--- config.mk ---
export PLATFORM = sky130hd
export DESIGN_NAME = uart_tx_buffer
export DESIGN_NICKNAME = d
export VERILOG_FILES = /design/src/rtl/uart_pkg.sv /design/src/rtl/uart_tx_fifo.sv /design/src/rtl/uart_tx_buffer.sv
export SDC_FILE = /design/constraint.sdc
export NUM_CORES = 1
export LEC_CHECK = 0
export BUFFER_PORTS_ARGS = -buffer_cell sky130_fd_sc_hd__buf_2
export CAP_MARGIN = 0
export CORE_MARGIN = 1.5
export CORE_UTILIZATION = 34
export CTS_CLUSTER_SIZE = 16
export DETAILED_ROUTE_END_ITERATION = 12
export SETUP_SLACK_MARGIN = 0.02
export SLEW_MARGIN = 0
export SYNTH_ARGS = -nofsm -noshare
export SYNTH_HDL_FRONTEND = slang
export SYNTH_HIERARCHICAL = 1
export SYNTH_SLANG_ARGS = --single-unit
--- constraint.sdc ---
create_clock -name clk -period 5.9 [get_ports clk]
set_clock_uncertainty 0.15 [all_clocks]
set_input_delay 1.18 -clock clk [delete_from_list [all_inputs] [get_ports clk]]
set_output_delay 1.18 -clock clk [all_outputs]
set_load 0.1 [all_outputs]
--- src/rtl/uart_pkg.sv ---
// Definitions shared by the UART transmit and receive paths.
package uart_pkg;

  typedef enum logic [1:0] {
    IDLE,
    START,
    DATA,
    STOP
  } uart_state_t;

  localparam int DEFAULT_CLK_PER_BIT = 868;
  localparam int UART_DATA_BITS      = 8;

endpackage

--- src/rtl/uart_tx_fifo.sv ---
// Synchronous FIFO feeding the UART transmitter; push is ignored when full, pop when empty,
// and the head entry is visible on data_o without a read latency.
module uart_tx_fifo #(
  parameter int FIFO_WIDTH = 4,
  parameter int DATA_W     = 8
) (
  input  logic                  clk,
  input  logic                  rstn,
  input  logic                  push_i,
  input  logic [DATA_W-1:0]     data_i,
  input  logic                  pop_i,
  output logic [DATA_W-1:0]     data_o,
  output logic                  full_o,
  output logic                  empty_o,
  output logic [FIFO_WIDTH:0]   count_o
);

  localparam int                DEPTH      = 1 << FIFO_WIDTH;
  localparam logic [FIFO_WIDTH:0] FULL_COUNT = (FIFO_WIDTH + 1)'(DEPTH);

  logic [DATA_W-1:0]     mem_q [DEPTH];
  logic [FIFO_WIDTH-1:0] wr_ptr_q, wr_ptr_d;
  logic [FIFO_WIDTH-1:0] rd_ptr_q, rd_ptr_d;
  logic [FIFO_WIDTH:0]   count_q, count_d;
  logic                  push_ok;
  logic                  pop_ok;

  assign full_o  = (count_q == FULL_COUNT);
  assign empty_o = (count_q == '0);
  assign push_ok = push_i && !full_o;
  assign pop_ok  = pop_i && !empty_o;
  assign data_o  = mem_q[rd_ptr_q];
  assign count_o = count_q;

  // NOTE: every variable gets a default before any branch so no path leaves it unassigned (no latch).
  always_comb begin
    wr_ptr_d = wr_ptr_q;
    rd_ptr_d = rd_ptr_q;
    count_d  = count_q;
    if (push_ok) wr_ptr_d = wr_ptr_q + FIFO_WIDTH'(1);
    if (pop_ok)  rd_ptr_d = rd_ptr_q + FIFO_WIDTH'(1);
    case ({push_ok, pop_ok})
      2'b10:   count_d = count_q + (FIFO_WIDTH + 1)'(1);
      2'b01:   count_d = count_q - (FIFO_WIDTH + 1)'(1);
      default: count_d = count_q;
    endcase
  end

  // NOTE: state registers use non-blocking assignments so all flops update together at the edge.
  always_ff @(posedge clk or negedge rstn) begin
    if (!rstn) begin
      wr_ptr_q <= '0;
      rd_ptr_q <= '0;
      count_q  <= '0;
    end else begin
      wr_ptr_q <= wr_ptr_d;
      rd_ptr_q <= rd_ptr_d;
      count_q  <= count_d;
    end
  end

  // NOTE: storage is deliberately not reset; count guards every read, so stale contents are never used.
  always_ff @(posedge clk) begin
    if (push_ok) mem_q[wr_ptr_q] <= data_i;
  end

endmodule

--- src/rtl/uart_tx_buffer.sv ---
// UART transmit path: buffers bytes from decode and sends them 8N1, LSB first, on txd,
// stalling decode while the buffer is full.
module uart_tx_buffer
  import uart_pkg::*;
#(
  parameter int CLK_PER_BIT = DEFAULT_CLK_PER_BIT,
  parameter int FIFO_WIDTH  = 4
) (
  input  logic       clk,
  input  logic       rstn,
  input  logic       RegtoUART,
  input  logic [7:0] tx_data,
  output logic       stall,
  output logic       busy,
  output logic       txd
);

  localparam int                BAUD_W    = $clog2(CLK_PER_BIT);
  localparam logic [BAUD_W-1:0] BAUD_LAST = BAUD_W'(CLK_PER_BIT - 1);

  uart_state_t         state_q, state_d;
  logic [BAUD_W-1:0]   baud_q, baud_d;
  logic [2:0]          bit_idx_q, bit_idx_d;
  logic [7:0]          shift_q, shift_d;
  logic                txd_q, txd_d;
  logic                pop;
  logic                baud_end;
  logic [7:0]          fifo_data;
  logic                fifo_full;
  logic                fifo_empty;
  logic [FIFO_WIDTH:0] fifo_count;

  uart_tx_fifo #(
    .FIFO_WIDTH (FIFO_WIDTH),
    .DATA_W     (UART_DATA_BITS)
  ) u_fifo (
    .clk     (clk),
    .rstn    (rstn),
    .push_i  (RegtoUART),
    .data_i  (tx_data),
    .pop_i   (pop),
    .data_o  (fifo_data),
    .full_o  (fifo_full),
    .empty_o (fifo_empty),
    .count_o (fifo_count)
  );

  assign stall    = fifo_full;
  assign busy     = (fifo_count != '0) || (state_q != IDLE);
  assign txd      = txd_q;
  assign baud_end = (baud_q == BAUD_LAST);

  always_comb begin
    state_d   = state_q;
    baud_d    = baud_q;
    bit_idx_d = bit_idx_q;
    shift_d   = shift_q;
    txd_d     = txd_q;
    pop       = 1'b0;
    case (state_q)
      IDLE: begin
        baud_d = '0;
        txd_d  = 1'b1;
        if (!fifo_empty) begin
          pop     = 1'b1;
          shift_d = fifo_data;
          txd_d   = 1'b0;
          state_d = START;
        end
      end
      START: begin
        if (baud_end) begin
          baud_d    = '0;
          bit_idx_d = '0;
          txd_d     = shift_q[0];
          state_d   = DATA;
        end else begin
          baud_d = baud_q + BAUD_W'(1);
        end
      end
      DATA: begin
        if (baud_end) begin
          baud_d = '0;
          if (bit_idx_q == 3'd7) begin
            txd_d   = 1'b1;
            state_d = STOP;
          end else begin
            bit_idx_d = bit_idx_q + 3'd1;
            shift_d   = shift_q >> 1;
            txd_d     = shift_q[1];
          end
        end else begin
          baud_d = baud_q + BAUD_W'(1);
        end
      end
      STOP: begin
        if (baud_end) begin
          baud_d = '0;
          // Chain straight into the next start bit so queued frames leave no idle gap.
          if (!fifo_empty) begin
            pop     = 1'b1;
            shift_d = fifo_data;
            txd_d   = 1'b0;
            state_d = START;
          end else begin
            state_d = IDLE;
          end
        end else begin
          baud_d = baud_q + BAUD_W'(1);
        end
      end
      default: begin
        baud_d  = '0;
        txd_d   = 1'b1;
        state_d = IDLE;
      end
    endcase
  end

  always_ff @(posedge clk or negedge rstn) begin
    if (!rstn) begin
      state_q   <= IDLE;
      baud_q    <= '0;
      bit_idx_q <= '0;
      shift_q   <= '0;
      txd_q     <= 1'b1;
    end else begin
      state_q   <= state_d;
      baud_q    <= baud_d;
      bit_idx_q <= bit_idx_d;
      shift_q   <= shift_d;
      txd_q     <= txd_d;
    end
  end

endmodule
Word-level counts from Yosys, hierarchy flattened:

Memories as Yosys holds them, arrays and structs flattened.
Index checks and enable logic that the tools add are counted.

* bits in registers: 37
* memory bits (writable): 128
* bits of input ports: 11
* output and inout bits: 3
* memories kept: 1

* add/subtract/negate cells: 6
* eq/ne operators: 15
* mux-type cells: 31
* reductions and logical operators: 17

Memory list
* u_fifo.mem_q: words 16, bits a word 8, read ports 1, clocked after Yosys merged registers in 0, wr ports 1, RTL line uart_tx_fifo.sv:21 `logic [DATA_W-1:0] mem_q [DEPTH];`

Operators with widths (count)
* $mux W8: 4
* $pmux W8 S3: 1
* $pmux W10 S2: 1
* $ne A2 B2 Y1 const B: 7
* $reduce_and A4 Y1: 3
* $mux W1: 11
* $add A10 B1 Y10 const B: 1
* $eq A10 B10 Y1 const B: 1
* $mux W10: 1
* $mux W2: 5
* $pmux W5 S2: 1
* $mux W3: 3
* $add A4 B1 Y4 const B: 2
* $pmux W2 S4: 1
* $eq A2 B2 Y1 const B: 3
* $pmux W3 S2: 1
* $reduce_bool A2 Y1: 3
* $add A5 B1 Y5 const B: 1
* $eq A5 B5 Y1 const B: 1
* $logic_not A5 Y1: 1
* $reduce_and A5 Y1: 1
* $reduce_bool A5 Y1: 1
* $sub A5 B1 Y5 const B: 1
* $eq A2 B1 Y1 const B: 2
* other kinds (10): 12

Longest topological paths before layout:

* word-level depth: 7
* gate-level depth with buffers: 16
* gate-level depth less buffers: 14

Modules after synthesis:

The synthesis kept the hierarchy.

By module, submodules not included
* uart_tx_fifo: instances 1, cells each 332, area an instance 5779.3 um^2, seq. area each 4169.0 um^2
* uart_tx_buffer: instances 1, cells each 124, area an instance 1393.8 um^2, seq. area each 601.8 um^2

Least setup slack after synthesis:

No wires, ideal clock.

* path kind: reg2reg
* start point: register baud_q[4]
* end point: register u_fifo.count_q[4], in the netlist u_fifo/count_o[4]
* library setup time: 123 ps
* data arrival time: 3239 ps
* slack: 2388 ps
* cell stages (with the launch flop): 17
* path buffers: 3
* clock period less this slack: 3512 ps
* cell sequence: dfrtp_1 > buf_6 > or3_4 > nor3_4 > buf_2 > a21oi_1 > nor3_1 > nor2b_1 > buf_2 > ha_1 > inv_1 > fa_1 > nor2b_1 > o21ai_0 > nand3_1 > or3b_1 > xnor2_1

* longest elaborated chain between the ends: 6

Ends and longest elaborated chain
* from (decl): RTL line uart_tx_buffer.sv:22 `logic [BAUD_W-1:0] baud_q, baud_d;`
* from (signal assigned): RTL line uart_tx_buffer.sv:129 `baud_q <= baud_d;`
* $eq A10 B10 Y1 *: RTL line uart_tx_buffer.sv:51 `assign baud_end = (baud_q == BAUD_LAST);`
* $mux W1 *: RTL line uart_tx_buffer.sv:97 `if (baud_end) begin`
* $pmux W1 S2 *: RTL line uart_tx_buffer.sv:60 `case (state_q)`
* named net pop: RTL line uart_tx_buffer.sv:26 `logic pop;`
* $logic_and A1 B1 Y1 *: RTL line uart_tx_fifo.sv:31 `assign pop_ok = pop_i && !empty_o;`
* named net u_fifo.pop_ok: RTL line uart_tx_fifo.sv:26 `logic pop_ok;`
* $eq A2 B1 Y1 / $eq A2 B2 Y1 (equally long branches): RTL line uart_tx_fifo.sv:42 `case ({push_ok, pop_ok})`
* $pmux W5 S2 / $reduce_bool A2 Y1 (equally long branches)
* to (signal assigned): RTL line uart_tx_fifo.sv:58 `count_q <= count_d;`
* to (decl): RTL line uart_tx_fifo.sv:24 `logic [FIFO_WIDTH:0] count_q, count_d;`

The timed path passes the listed nets; every way through them passes the cells marked *.
A chain may end at the register's enable or synchronous reset.

Final worst setup path:

* start point: register baud_q[4]
* end point: register u_fifo.count_q[4], in the netlist u_fifo/count_o[4]

* longest elaborated chain between the ends: 6

Ends and longest elaborated chain (RTL line)
* $eq A10 B10 Y1 *: uart_tx_buffer.sv:51
* $mux W1 *: uart_tx_buffer.sv:97
* $pmux W1 S2 *: uart_tx_buffer.sv:60
* named net pop: uart_tx_buffer.sv:26
* $logic_and A1 B1 Y1 *: uart_tx_fifo.sv:31
* $eq A2 B1 Y1 / $eq A2 B2 Y1 (equally long branches): uart_tx_fifo.sv:42
* $pmux W5 S2 / $reduce_bool A2 Y1 (equally long branches)

Marks and branches as above.

==> summary.txt <==
Status - completed
Final Setup Violations - 0
Total power draw - 0.00286 W
Cell taking the most area after synthesis - edfxtp_1
Share of the synthesized area in the top cell type - 0.536
Multi-input logic area - 2200 sq um
R2R Setup Slk - 1910 ps
Hold-fix buffer count after cts - 0
Worst-path fanout max - 17
CP Class - reg -> reg
Synth warn - 6
Starting Density - 0.350
FFs w/ async S/R, synth - 0.224
Placed cells - 722
Worst-path clk slew - 70 ps
Initial antenna violation count - 0
Ports - 14
Worst R2R End - u_fifo/count_o[4]$_DFFE_PN0P_
Vias in the first global route - 3,917
Main synth FF type - edfxtp_1
Total of max-cap violations - 0
M1 GR Usage - 0.184
DP Area - 7470 sq um
WL per Instance - 18.8 um
Nets - 501
Sequential-to-total area share from yosys stat - 0.665
FF-to-FF Start - baud_q[4]$_DFF_PN0_
PostCTS Resize Cnt - 0
Critical Path RT - 6060 ps
RSZ-0062 raised after global routing - false
Post-route clock period utilization - 0.676
GRT Util Overall - 0.138
Core Region - 20,500 sq um
GR Layer Usage met3 - 0.0334
DR iter-0 viols - 200
Post-synth EDFFs - 128
Detail Route Antenna Nets - 0
Clock root buffer - clkbuf_16
Share of cells above drive strength 1 - 0.207
Worst setup startpoint - baud_q[4]$_DFF_PN0_
Remaining DRCs - 0
Fin crit period - 3990 ps
Worst Setup EP - u_fifo/count_o[4]$_DFFE_PN0P_
Dpl hpwl - 9.11 mm
Synthesized cell area - 7170 sq um
Yosys cell types - 49
Seq cells post-synth - 165
Row Count - 52
Layout Area Growth over Synthesis - 12.7%
Initial DRT Pass Iterations - 4
Slew Limit Fails - 0
Cell area after layout - 8080 sq um
Setup TNS - 0 ps
Filler cells - 1,875
Normalized max-slew margin - 0.131
Sequential cell area - 4770 sq um
Diodes inserted - 0
Cells after synthesis - 456
Final Non-Filler Cells - 754
CTS Buffer Depth - 2
H-tree levels - 4
Port buffer count - 13
Final Hold Vio Count - 0
Via density - 5.01
CTS Buf Count - 17
Worst-Margin Slew - 1300 ps
Die span in x - 148 um
Die Area - 22,000 sq um
Hold crit path type - reg -> reg
Setup bufs post-CTS - 0
Detailed-route via count - 3,778
Latest clock arrival within the worst-skew pair - 430 ps
Clock sink count - 165
Leak - 3.03 nW
Pwr/cell area - 354 nW/um^2
Worst R2R Path Depth - 13
Synth top area cells - edfxtp_1, dfrtp_1, mux4_2
Fmax - 251 MHz
Global-route wire length before repair - 22.0 mm
CTS tree - built
Worst setup SP type - register
Final WL - 14.2 mm
CP arrival - 4150 ps
Largest net degree at the start of global routing - 38
Met2 usage - 0.214
Remaining Overflow, GRT - 0
Worst vdd ir - 0.282 mV
Placer Congestion - 0.776
Crit end category - register
Synth Net Count - 486
Busiest grt layer - met2
Die H - 148 um
Syn avg cell area - 15.7 sq um
==> worst max-delay path: stages, from the launching register on <==
cell	delay, ps
dfrtp_1	450
or3_4	430
nor3_4	520
a21oi_1	150
nor3_1	130
nor2b_1	400
ha_1	310
inv_1	100
fa_1	410
nor2b_1	120
o21ai_0	100
nand3_1	90
or3b_1	370
xnor2_1	130
==> layout by cell type, fill, tap and decap left out, drive strengths merged, types with 17 or more instances in the layout <==
master / count
nor2: 18
clkbuf: 17
mux2i: 25
buf: 19
inv: 17
o21ai: 24
ha: 18
edfxtp: 128
nand2: 22
mux2: 26
dfrtp: 36
==> routing by layer <==
layer | share of wire | wire, um | up-vias
met5 | 0 | 0 | -
met4 | 0.023 | 331 | 0
met3 | 0.044 | 626 | 24
met2 | 0.47 | 6610 | 71
met1 | 0.47 | 6600 | 1910
li1 | - | - | 1773
==> registers in the layout, indices dropped and copies added (netlist names) <==
signal / count
u_fifo/wr_ptr_q: 4
state_q: 2
baud_q: 10
txd: 1
bit_idx_q: 3
u_fifo/mem_q: 128
u_fifo/rd_ptr_q: 4
shift_q: 8
u_fifo/count_o: 5
==> where the power goes <==
part / switching, W / leakage, nW / total (W) / internal, W
clock: 0.000492 / 0.297 / 0.00114 / 0.000644
sequential: 0.0000642 / 1.61 / 0.00144 / 0.00138
combinational: 0.000188 / 1.12 / 0.000286 / 0.0000981
==> final cells by class <==
cell class / count / area share
inverters: 11 / 0.00511
clock inverters: 15 / 0.0238
repair buffers: 19 / 0.0136
well taps: 270 / 0.0418
flip-flops and latches: 165 / 0.590
clock buffers: 17 / 0.0526
multi-input cells: 257 / 0.273
==> Yosys cell counts, drive strengths merged (9+ instances only) <==
cell type	number
a21oi	14
buf	16
dfrtp	36
edfxtp	128
ha	18
inv	11
mux2	26
mux2i	25
mux4	16
nand2	22
nor2	18
nor2b	9
nor3	16
o21ai	24
xnor2	9
xor2	9
==> worst min-delay path by stage <==
stage,slack [ps],to,cells past startpoint,start
floorplan,300,baud_q[0]$_DFF_PN0_,1,baud_q[0]$_DFF_PN0_
global route,370,baud_q[0]$_DFF_PN0_,1,baud_q[0]$_DFF_PN0_
detailed placement,330,shift_q[7]$_DFFE_PN0P_,1,shift_q[7]$_DFFE_PN0P_
CTS,350,shift_q[7]$_DFFE_PN0P_,1,shift_q[7]$_DFFE_PN0P_
finish,340,shift_q[7]$_DFFE_PN0P_,1,shift_q[7]$_DFFE_PN0P_
global placement,320,baud_q[0]$_DFF_PN0_,1,baud_q[0]$_DFF_PN0_
==> logic make-up (layout without fill, tap and decap cells) <==
kind of cell,count (synthesis),after routing,synth area share
flops,165,165,0.665
compound gates,65,65,0.0605
fa+ha+maj,19,19,0.0342
simple gates,88,88,0.0642
xor+xnor,18,18,0.0220
mux,67,67,0.126
buf+inv,34,62,0.0276
==> per-stage QoR <==
stage | hold slack (ps) | util | setup slack, ps
global placement | 316 | 0.364 | 2010
floorplan | 303 | - | 2390
CTS | 347 | 0.394 | 1870
finish | 342 | 0.394 | 1910
global route | 373 | 0.394 | 1590
detailed placement | 335 | 0.364 | 1880
No activity file was read; power rests on OpenSTA's default activity.
